[config.mk]
export PLATFORM = sky130hd
export DESIGN_NAME = game_stats_tracker
export DESIGN_NICKNAME = d
export VERILOG_FILES = /design/src/rtl/game_stats_tracker.sv
export SDC_FILE = /design/constraint.sdc
export NUM_CORES = 1
export LEC_CHECK = 0
export CAP_MARGIN = 20
export CORE_ASPECT_RATIO = 2
export CORE_MARGIN = 1.5
export CORE_UTILIZATION = 57
export CTS_BUF_LIST = sky130_fd_sc_hd__clkbuf_16
export CTS_CLUSTER_SIZE = 30
export DETAILED_ROUTE_END_ITERATION = 10
export PLACE_DENSITY = 0.81
export RECOVER_POWER = 25
export SYNTH_ARGS = -nofsm -noshare
export SYNTH_HDL_FRONTEND = slang
export SYNTH_SLANG_ARGS = --single-unit
[constraint.sdc]
create_clock -name clk -period 9.2 [get_ports clk]
set_clock_uncertainty 0.2 [all_clocks]
set_input_delay 0.92 -clock clk [delete_from_list [all_inputs] [get_ports clk]]
set_output_delay 0.92 -clock clk [all_outputs]
set_load 0.02 [all_outputs]
[src/rtl/game_stats_tracker.sv]
// -----------------------------------------------------------------------------
// game_stats_tracker
//   Per-game statistics engine: lives, score, collected-fruit mask, post-hit
//   invulnerability, extra lives at score thresholds, game-over / win states and
//   a frame-stable BCD copy of the score for the HUD.
//
// Ports
//   clk, resetN        system clock, asynchronous active-low reset
//   startOfFrame       one-cycle pulse per video frame
//   newGame            synchronous restart (same effect as reset, top priority)
//   coll_monster       player/monster collision level
//   coll_fruit         per-fruit collision levels
//   lives, score       current lives / binary score
//   score_bcd          BCD score, digit 0 in bits [3:0], updated once per frame
//   fruit_mask         sticky collected flags, fruit_count = popcount(fruit_mask)
//   invulnerable, game_over, win   state flags
//   hit_pulse, fruit_pulse         one-cycle event pulses
// -----------------------------------------------------------------------------
module game_stats_tracker #(
    parameter int NUM_FRUITS       = 10,
    parameter int START_LIVES      = 3,
    parameter int MAX_LIVES        = 7,
    parameter int SCORE_DIGITS     = 3,
    parameter int FRUIT_POINTS     = 2,
    parameter int HIT_PENALTY      = 5,
    parameter int EXTRA_LIFE_EVERY = 20,
    parameter int INVULN_FRAMES    = 60,
    localparam int LIVES_W   = $clog2(MAX_LIVES + 1),
    localparam int SCORE_MAX = 10 ** SCORE_DIGITS - 1,
    localparam int SCORE_W   = $clog2(SCORE_MAX + 1),
    localparam int FC_W      = $clog2(NUM_FRUITS + 1)
) (
    input  logic                      clk,
    input  logic                      resetN,
    input  logic                      startOfFrame,
    input  logic                      newGame,
    input  logic                      coll_monster,
    input  logic [NUM_FRUITS-1:0]     coll_fruit,
    output logic [LIVES_W-1:0]        lives,
    output logic [SCORE_W-1:0]        score,
    output logic [4*SCORE_DIGITS-1:0] score_bcd,
    output logic [NUM_FRUITS-1:0]     fruit_mask,
    output logic [FC_W-1:0]           fruit_count,
    output logic                      invulnerable,
    output logic                      game_over,
    output logic                      win,
    output logic                      hit_pulse,
    output logic                      fruit_pulse
);
    localparam int BCD_W   = 4 * SCORE_DIGITS;
    localparam int BONUS_W = $clog2(SCORE_MAX + EXTRA_LIFE_EVERY + 1);
    localparam int INV_W   = $clog2(INVULN_FRAMES + 1);
    localparam int CNT_W   = $clog2(SCORE_W + 1);
    localparam logic [NUM_FRUITS-1:0] ALL_FRUITS = {NUM_FRUITS{1'b1}};

    typedef enum logic [1:0] {
        S_PLAY   = 2'd0,
        S_INVULN = 2'd1,
        S_OVER   = 2'd2,
        S_WIN    = 2'd3
    } state_t;

    function automatic logic [FC_W-1:0] popcount(input logic [NUM_FRUITS-1:0] v);
        logic [FC_W-1:0] acc;
        acc = {FC_W{1'b0}};
        for (int i = 0; i < NUM_FRUITS; i++) begin
            acc = acc + FC_W'(v[i]);
        end
        return acc;
    endfunction

    // Double-dabble correction: add 3 to every BCD digit that is 5 or more.
    function automatic logic [BCD_W-1:0] dabble_adj(input logic [BCD_W-1:0] b);
        logic [BCD_W-1:0] r;
        r = b;
        for (int i = 0; i < SCORE_DIGITS; i++) begin
            if (r[4*i +: 4] >= 4'd5) begin
                r[4*i +: 4] = r[4*i +: 4] + 4'd3;
            end else begin
                r[4*i +: 4] = r[4*i +: 4];
            end
        end
        return r;
    endfunction

    state_t                 state_q, state_d;
    logic [LIVES_W-1:0]     lives_q, lives_d;
    logic [SCORE_W-1:0]     score_q, score_d;
    logic [NUM_FRUITS-1:0]  fruit_mask_q, fruit_mask_d;
    logic [FC_W-1:0]        fruit_count_q, fruit_count_d;
    logic [BONUS_W-1:0]     next_bonus_q, next_bonus_d;
    logic [INV_W-1:0]       inv_cnt_q, inv_cnt_d;
    logic                   invuln_q, over_q, win_q, hit_pulse_q, fruit_pulse_q;

    logic                   active_s, hit_s, last_life_s, award_s;
    logic [NUM_FRUITS-1:0]  new_fruit_s;
    logic [31:0]            raw_sum_s, penalty_s;

    logic                   conv_busy_q;
    logic [CNT_W-1:0]       conv_cnt_q;
    logic [SCORE_W-1:0]     conv_bin_q;
    logic [BCD_W-1:0]       conv_bcd_q, conv_adj_s, score_bcd_q;

    assign active_s   = (state_q == S_PLAY) || (state_q == S_INVULN);
    assign conv_adj_s = dabble_adj(conv_bcd_q);

    // Next-state computation for score, lives, fruit mask, bonus threshold and FSM.
    always_comb begin
        new_fruit_s   = active_s ? (coll_fruit & ~fruit_mask_q) : {NUM_FRUITS{1'b0}};
        hit_s         = (state_q == S_PLAY) && coll_monster;
        last_life_s   = hit_s && (lives_q == LIVES_W'(1));
        fruit_mask_d  = fruit_mask_q | new_fruit_s;
        fruit_count_d = popcount(fruit_mask_d);

        // Gain and penalty are combined first so the clamp happens in one step.
        raw_sum_s = 32'(score_q) + 32'(FRUIT_POINTS) * 32'(popcount(new_fruit_s));
        penalty_s = hit_s ? 32'(HIT_PENALTY) : 32'd0;
        if (raw_sum_s < penalty_s) begin
            score_d = {SCORE_W{1'b0}};
        end else if ((raw_sum_s - penalty_s) > 32'(SCORE_MAX)) begin
            score_d = SCORE_W'(SCORE_MAX);
        end else begin
            score_d = SCORE_W'(raw_sum_s - penalty_s);
        end

        // A losing hit is final, so it blocks any award in the same cycle.
        award_s = active_s && !last_life_s && (32'(score_d) >= 32'(next_bonus_q));
        if (award_s) begin
            next_bonus_d = next_bonus_q + BONUS_W'(EXTRA_LIFE_EVERY);
        end else begin
            next_bonus_d = next_bonus_q;
        end

        if (last_life_s) begin
            lives_d = {LIVES_W{1'b0}};
        end else if (hit_s && award_s) begin
            lives_d = lives_q;
        end else if (hit_s) begin
            lives_d = lives_q - LIVES_W'(1);
        end else if (award_s && (lives_q != LIVES_W'(MAX_LIVES))) begin
            lives_d = lives_q + LIVES_W'(1);
        end else begin
            lives_d = lives_q;
        end

        if (hit_s && !last_life_s) begin
            inv_cnt_d = INV_W'(INVULN_FRAMES);
        end else if ((state_q == S_INVULN) && startOfFrame && (inv_cnt_q != {INV_W{1'b0}})) begin
            inv_cnt_d = inv_cnt_q - INV_W'(1);
        end else begin
            inv_cnt_d = inv_cnt_q;
        end

        case (state_q)
            S_PLAY: begin
                if (last_life_s) begin
                    state_d = S_OVER;
                end else if (fruit_mask_d == ALL_FRUITS) begin
                    state_d = S_WIN;
                end else if (hit_s) begin
                    state_d = S_INVULN;
                end else begin
                    state_d = S_PLAY;
                end
            end
            S_INVULN: begin
                if (fruit_mask_d == ALL_FRUITS) begin
                    state_d = S_WIN;
                end else if (startOfFrame && (inv_cnt_q == INV_W'(1))) begin
                    state_d = S_PLAY;
                end else begin
                    state_d = S_INVULN;
                end
            end
            S_OVER:  state_d = S_OVER;
            S_WIN:   state_d = S_WIN;
            default: state_d = S_PLAY;
        endcase
    end

    // Game state registers and registered flags/pulses; newGame restarts synchronously.
    always_ff @(posedge clk or negedge resetN) begin
        if (!resetN) begin
            state_q       <= S_PLAY;
            lives_q       <= LIVES_W'(START_LIVES);
            score_q       <= {SCORE_W{1'b0}};
            fruit_mask_q  <= {NUM_FRUITS{1'b0}};
            fruit_count_q <= {FC_W{1'b0}};
            next_bonus_q  <= BONUS_W'(EXTRA_LIFE_EVERY);
            inv_cnt_q     <= {INV_W{1'b0}};
            invuln_q      <= 1'b0;
            over_q        <= 1'b0;
            win_q         <= 1'b0;
            hit_pulse_q   <= 1'b0;
            fruit_pulse_q <= 1'b0;
        end else if (newGame) begin
            state_q       <= S_PLAY;
            lives_q       <= LIVES_W'(START_LIVES);
            score_q       <= {SCORE_W{1'b0}};
            fruit_mask_q  <= {NUM_FRUITS{1'b0}};
            fruit_count_q <= {FC_W{1'b0}};
            next_bonus_q  <= BONUS_W'(EXTRA_LIFE_EVERY);
            inv_cnt_q     <= {INV_W{1'b0}};
            invuln_q      <= 1'b0;
            over_q        <= 1'b0;
            win_q         <= 1'b0;
            hit_pulse_q   <= 1'b0;
            fruit_pulse_q <= 1'b0;
        end else begin
            state_q       <= state_d;
            lives_q       <= lives_d;
            score_q       <= score_d;
            fruit_mask_q  <= fruit_mask_d;
            fruit_count_q <= fruit_count_d;
            next_bonus_q  <= next_bonus_d;
            inv_cnt_q     <= inv_cnt_d;
            invuln_q      <= (state_d == S_INVULN);
            over_q        <= (state_d == S_OVER);
            win_q         <= (state_d == S_WIN);
            hit_pulse_q   <= hit_s;
            fruit_pulse_q <= |new_fruit_s;
        end
    end

    // Sequential binary-to-BCD conversion of the score snapshot taken at frame start.
    always_ff @(posedge clk or negedge resetN) begin
        if (!resetN) begin
            conv_busy_q <= 1'b0;
            conv_cnt_q  <= {CNT_W{1'b0}};
            conv_bin_q  <= {SCORE_W{1'b0}};
            conv_bcd_q  <= {BCD_W{1'b0}};
            score_bcd_q <= {BCD_W{1'b0}};
        end else if (newGame) begin
            conv_busy_q <= 1'b0;
            conv_cnt_q  <= {CNT_W{1'b0}};
            conv_bin_q  <= {SCORE_W{1'b0}};
            conv_bcd_q  <= {BCD_W{1'b0}};
            score_bcd_q <= {BCD_W{1'b0}};
        end else if (!conv_busy_q) begin
            if (startOfFrame) begin
                conv_busy_q <= 1'b1;
                conv_cnt_q  <= CNT_W'(SCORE_W);
                conv_bin_q  <= score_q;
                conv_bcd_q  <= {BCD_W{1'b0}};
            end
        end else if (conv_cnt_q != {CNT_W{1'b0}}) begin
            conv_bcd_q <= (conv_adj_s << 1'b1) | {{(BCD_W-1){1'b0}}, conv_bin_q[SCORE_W-1]};
            conv_bin_q <= conv_bin_q << 1'b1;
            conv_cnt_q <= conv_cnt_q - CNT_W'(1);
        end else begin
            // Publish only once all bits are shifted in, so the HUD never sees partials.
            score_bcd_q <= conv_bcd_q;
            conv_busy_q <= 1'b0;
        end
    end

    assign lives        = lives_q;
    assign score        = score_q;
    assign score_bcd    = score_bcd_q;
    assign fruit_mask   = fruit_mask_q;
    assign fruit_count  = fruit_count_q;
    assign invulnerable = invuln_q;
    assign game_over    = over_q;
    assign win          = win_q;
    assign hit_pulse    = hit_pulse_q;
    assign fruit_pulse  = fruit_pulse_q;

endmodule

# Word-level counts from Yosys, hierarchy flattened
# Cells that the tools add are included.
[classes]
n_eq_ne = 13
n_lt_le_gt_ge = 6
n_reduce_logical = 24
addsub = 28
muxes = 51
n_bitwise = 4
[ops]
columns = ["op", "count"]
rows = [
  ["$mux W10", 11],
  ["$mux W12", 7],
  ["$add A4 B1 Y4", 12],
  ["$gt A32 B10 Y1 const B", 1],
  ["$mux W4", 7],
  ["$mux W3", 7],
  ["$mux W6", 3],
  ["$ge A4 B3 Y1 const B", 3],
  ["$or A12 B1 Y12", 1],
  ["$sub A11 B3 Y12", 1],
  ["$add A10 B5 Y11", 1],
  ["$lt A11 B3 Y1", 1],
  ["$mux W1", 11],
  ["$add A10 B5 Y10 const B", 1],
  ["$and A10 B10 Y10", 1],
  ["$eq A10 B10 Y1 const B", 1],
  ["$ge A10 B10 Y1", 1],
  ["$logic_and A1 B1 Y1", 10],
  ["$not A10 Y10", 1],
  ["$or A10 B10 Y10", 1],
  ["$reduce_or A10 Y1", 1],
  ["$add A3 B1 Y4", 2],
  ["$add A4 B2 Y4 const B", 2],
  ["$eq A2 B2 Y1 const B", 4],
  ["other kinds (23)", 35],
]
[totals]
in_bits = 15
reg_bits = 89
output_inout_bits = 44

# Logic depth before layout (Yosys ltp)
[logic_depth]
word_depth = 25
mapped_depth = 34

# Worst setup path before layout
# OpenSTA, ideal clock, no wires.
[synth_path]
path_type = "input to register"
startpoint = "input port coll_fruit[0]"
endpoint = "register next_bonus_q[4]"
arrival_time_ps = 7702
cell_stages = 29
path_buffers = 2
setup_ps = 92
setup_slack_ps = 1206
t_required_ps = 8908
cell_sequence = "nor3b_1 > fa_1 > inv_1 > fa_1 > fa_1 > inv_1 > ha_1 > fa_1 > inv_1 > fa_1 > inv_1 > ha_1 > and2b_2 > nor3_1 > and3b_4 > o21ai_0 > xor2_1 > or3_1 > buf_6 > a31oi_1 > ha_1 > o21a_1 > o21a_1 > o21ai_0 > a21oi_1 > o211ai_1 > clkbuf_1 > nor3_1 > or3b_2"
[synth_between]
elab_chain_len = 19
elab_cells_between_ends = 20
classes_between = "add/sub (11); order compare (3); mux (3); bitwise (1); reduce/logical (2)"
[synth_rtl]
columns = ["item", "line_no", "rtl"]
rows = [
  ["from (decl)", "38", "input logic [NUM_FRUITS-1:0] coll_fruit,"],
  ["$and A10 B10 Y10 *", "109", "new_fruit_s = active_s ? (coll_fruit & ~fruit_mask_q) : {NUM_FRUITS{1'b0}};"],
  ["$mux W10 *", "109", ""],
  ["$add A1 B1 Y2 *", "67", "acc = acc + FC_W'(v[i]);"],
  ["$add A2 B1 Y3 *", "67", ""],
  ["$add A3 B1 Y4 *", "67", ""],
  ["$add A4 B1 Y4 * (6 in series)", "67", ""],
  ["$add A10 B5 Y11 *", "116", "raw_sum_s = 32'(score_q) + 32'(FRUIT_POINTS) * 32'(popcount(new_fruit_s));"],
  ["$sub A11 B3 Y12", "123", "score_d = SCORE_W'(raw_sum_s - penalty_s);"],
  ["$gt A32 B10 Y1", "120", "end else if ((raw_sum_s - penalty_s) > 32'(SCORE_MAX)) begin"],
  ["$mux W10", "120", ""],
  ["$mux W10 *", "118", "if (raw_sum_s < penalty_s) begin"],
  ["$ge A10 B10 Y1 *", "127", "award_s = active_s && !last_life_s && (32'(score_d) >= 32'(next_bonus_q));"],
  ["$logic_and A1 B1 Y1 *", "127", ""],
  ["$reduce_bool A2 Y1 (no source line) *", "--", ""],
  ["to (signal assigned)", "189", "next_bonus_q <= BONUS_W'(EXTRA_LIFE_EVERY);"],
  ["to (signal assigned)", "202", "next_bonus_q <= BONUS_W'(EXTRA_LIFE_EVERY);"],
  ["to (signal assigned)", "215", "next_bonus_q <= next_bonus_d;"],
  ["to (decl)", "91", "logic [BONUS_W-1:0] next_bonus_q, next_bonus_d;"],
]
# Every way passes the cells marked *; elsewhere a longest branch is shown, timed or not.
# A chain may end at the register's enable or synchronous reset.

# Final worst setup path
[layout_path]
startpoint = "input port coll_fruit[0]"
endpoint = "register lives_q[0] (netlist: lives[0])"
[layout_between]
elab_chain_len = 21
elab_cells_between_ends = 24
classes_between = "add/sub (11); order compare (3); eq/ne (1); mux (3); bitwise (1); reduce/logical (5)"
[layout_rtl]
columns = ["item", "line_no", "rtl"]
rows = [
  ["$and A10 B10 Y10 *", "109", ""],
  ["$mux W10 *", "109", ""],
  ["$add A1 B1 Y2 *", "67", ""],
  ["$add A2 B1 Y3 *", "67", ""],
  ["$add A3 B1 Y4 *", "67", ""],
  ["$add A4 B1 Y4 * (6 in series)", "67", ""],
  ["$add A10 B5 Y11 *", "116", ""],
  ["$sub A11 B3 Y12", "123", ""],
  ["$gt A32 B10 Y1", "120", ""],
  ["$mux W10", "120", ""],
  ["$mux W10 *", "118", ""],
  ["$ge A10 B10 Y1 *", "127", ""],
  ["$logic_and A1 B1 Y1 *", "127", ""],
  ["$logic_and A1 B1 Y1 (on tied branches)", "136, 140", ""],
  ["$ne A3 B3 Y1 (no source line) / $reduce_bool A4 Y1 (equally long branches)", "--", ""],
  ["$reduce_and A2 Y1 (no source line) *", "--", ""],
  ["to (signal assigned)", "185", "lives_q <= LIVES_W'(START_LIVES);"],
  ["to (signal assigned)", "198", "lives_q <= LIVES_W'(START_LIVES);"],
  ["to (signal assigned)", "211", "lives_q <= lives_d;"],
  ["to (decl)", "87", "logic [LIVES_W-1:0] lives_q, lives_d;"],
]
# Marked as above.

==> results.yml <==
sta:
  hold_viol: 0
  slew_viol_final: 63
  totalNegativeSetupSlack_ps: 0
  tightestPinTransition_ps: 3340
  relSlewSlack_pct: -123
  fin_crit_ps: 8600
  rsz0062_at_grt: "no"
  period_share_pct: 93.4
  hold_ws_ps: 301
  setup_viol: 0
  fmax_ghz: 0.116
clock_network:
  h-tree-depth: 3
  cts_buffer_depth: 2
  clk_latency_ps: 350
  ctsRootBufferMaster: "clkbuf_16"
  cts_resized: 0
  clkTransAtPathRegs_ps: 60
  cts_setup_buffers: 0
  hold_buffers: 0
  clock_sinks: 87
  numCtsBuffers: 9
  cts_tree: "yes"
worst_setup_path:
  ff2ff_path_depth: 30
  critPathTopFamily: "adder cells"
  path_buf_inv: 5
  critical_path_arrival_ps: 8670
  cp.required_ps: 9270
  critPathLaunchType: "input port"
  cpPeakStageDelay_ps: 520
  reg2reg_slack_ps: 810
  endpoint_kind: "flop"
  reg2reg_to: "lives[0]"
  r2r-start: "state_q[1]"
  worstSetupPathType: "in -> reg"
  path_max_fanout: 8
  crit_path_frequent_cell: "fa_1"
  cp_slowest_cell: "fa_1"
placed_design:
  io_buffers: 58
  numPlacedInstances: 686
  place_area_um2: 5880
  gp_congestion: 0.867
  dp.final_hpwl_um: 8800
layout:
  multi_input_area_um2: 2760
  seqCellArea_um2: 2180
  fin_nets: 659
  layout.cells.non_filler: 702
  drive_gt1_share_pct: 5.50
  syn2layout_area_growth_pct: 17.8
  antenna_cells: 0
  n_fill_cell: 684
  final_area_um2: 6150
yosys:
  synth_top_area_share_pct: 39.8
  post-synth-top-area-cell: "dfrtp_1"
  ys_seq_elements: 87
  synth_edf_count: 0
  ys_seq_area_share_pct: 41.8
  synth_area_leaders: "dfrtp_1, ha_1, fa_1"
  syn-num-nets: 604
  ys.warnings.count: 0
  ys.flop_type: "dfrtp_1"
  async_flop_share_pct: 100
  yosysUniqueCellTypes: 55
  netlist_area_um2: 5220
  postSynthCellCount: 540
  avgSynthCellArea_um2: 9.67
power:
  powerDensity_nw_per_um2: 428
  p_clk_share_pct: 13.4
  p_leak_nw: 2.76
  irDropWorstVdd_uv: 636
  power_switching_mw: 1.16
  fin_total_pwr_mw: 2.63
  swShare_pct: 44.2
  p_int_mw: 1.47
  pwr-share-comb_pct: 67.0
  power_frac_seq_pct: 19.6
die:
  row_count: 49
  chipWidth_um: 70.7
  io_pins: 59
  start_util_pct: 58.4
  core_region_area_um2: 8950
  die_y_um: 138
  die_area_um2: 9780
outcome:
  status: "finished with violations"
  failed_checks: "capacitance limit, slew limit"
global_route:
  grt-ovfl-total: 0
  grt_start_max_net_pins: 63
  grt_pass1_wl_um: 19900
  gr-usage-all-layers_pct: 25.4
  grt_pass1_vias: 4357
  antenna_found_initial: 0
min_path:
  worstHoldStart: "score_bcd[7]"
  hold_class: "reg -> reg"
  whs_path_depth: 1
  min_to: "score_bcd[7]"
detailed_routing:
  post-route-drc-count: 0
  routed_wl_um: 11800
  wl_per_cell_um: 16.8
  vias: 4160
  drt-vias-per-instance: 5.93
  route.antenna.remaining_nets: 0
  drtIter0Drc: 207
  drtPass1Iterations: 5
flow_run:
  cap_violations: 1
==> metal layers <==
metal	up-vias	wire [um]	global-route usage, %	part of all wire [%]
met2	96	6870	48.1	58
met4	0	328	11.4	2.8
met3	29	383	5.25	3.3
met5	-	0	0	0
li1	1967	-	-	-
met1	2068	4190	25.6	36
==> worst reg2reg max path: cells and delay by family (launching register included) <==
kind / cells / cell delay (ps)
AOI/OAI and AO/OA: 7 / 1130
and+or+nand+nor: 8 / 2290
buffers and inverters: 6 / 610
DFF: 1 / 570
xor gates and xnor gates: 1 / 240
adders and majority gates: 8 / 3290
==> how the worst max path moves through the flow <==
stage          cells past startpoint               to     startpoint
2_1_floorplan                     29  next_bonus_q[4]  coll_fruit[0]
3_3_place_gp                      29         lives[0]  coll_fruit[0]
3_5_place_dp                      29         lives[0]  coll_fruit[0]
4_1_cts                           29         lives[0]  coll_fruit[0]
5_1_grt                           29         lives[0]  coll_fruit[0]
6_report                          29         lives[0]  coll_fruit[0]
==> state kept, by name, indices dropped and copies added (netlist names), 2 cells and up <==
register	cells
conv_bcd_q	12
conv_bin_q	10
conv_cnt_q	4
fruit_count	4
fruit_mask	10
inv_cnt_q	6
lives	3
next_bonus_q	8
score	10
score_bcd	12
state_q	2
==> layout by cell type, fill, tap and decap left out, drive strengths merged, types with 11 or more instances in the layout <==
master and instances:
dfrtp 83, nor2 57, clkdlybuf4s50 55, inv 52, a21oi 43, ha 36
nand2 30, o21ai 25, xnor2 23, nor3 17, a211oi 14, fa 13
xor2 12, a22o 12, mux2i 11, clkbuf 11
==> area by class of cell <==
type,count,area share [%]
clock buffer,9,3.66
clock inverter,7,0.915
inverter,50,3.05
multi-input combinational,383,44.9
sequential,87,35.5
tap,102,2.07
timing repair buffer,64,9.92
==> kinds of logic (layout without fill, tap and decap cells) <==
group | Yosys count | in the layout | share of synthesized area [%]
flip-flops | 87 | 87 | 41.8
XOR/XNOR | 35 | 35 | 6.01
adder cells (fa/ha/maj) | 49 | 49 | 13.6
AND/OR/NAND/NOR | 167 | 167 | 16.3
AO/OA/AOI/OAI | 121 | 121 | 14.9
multiplexers | 11 | 11 | 2.11
buffers and inverters | 70 | 130 | 5.32
==> Yosys cell counts (7+ instances only) <==
cell type  count
nor2b_1        7
nand2b_1       9
mux2i_1       11
dfrtp_1       83
a22o_1        12
nand3_1        8
o21ai_0       25
xor2_1        12
nor2_1        56
inv_1         50
a211oi_1      14
nand2_1       30
ha_1          36
fa_1          13
a21oi_1       42
xnor2_1       22
nor3_1        16
clkbuf_1      16
==> power groups by stage <==
stage          logic [mW]  registers [mW]  clock network (mW)
6_report             1.77           0.516               0.352
3_3_place_gp         1.69           0.517                   0
4_1_cts              1.77           0.515               0.357
2_1_floorplan        1.31           0.541                   0
3_5_place_dp         1.75           0.520                   0
5_1_grt              1.99           0.524               0.369
==> stage by stage <==
step / utilization [%] / worst slack [ps]
floorplan: - / 1210
global placement: 65.7 / 493
detailed placement: 65.7 / 283
CTS: 68.8 / 596
global route: 68.7 / 111
finish: 68.7 / 604
Power figures use the tool's default switching activity.
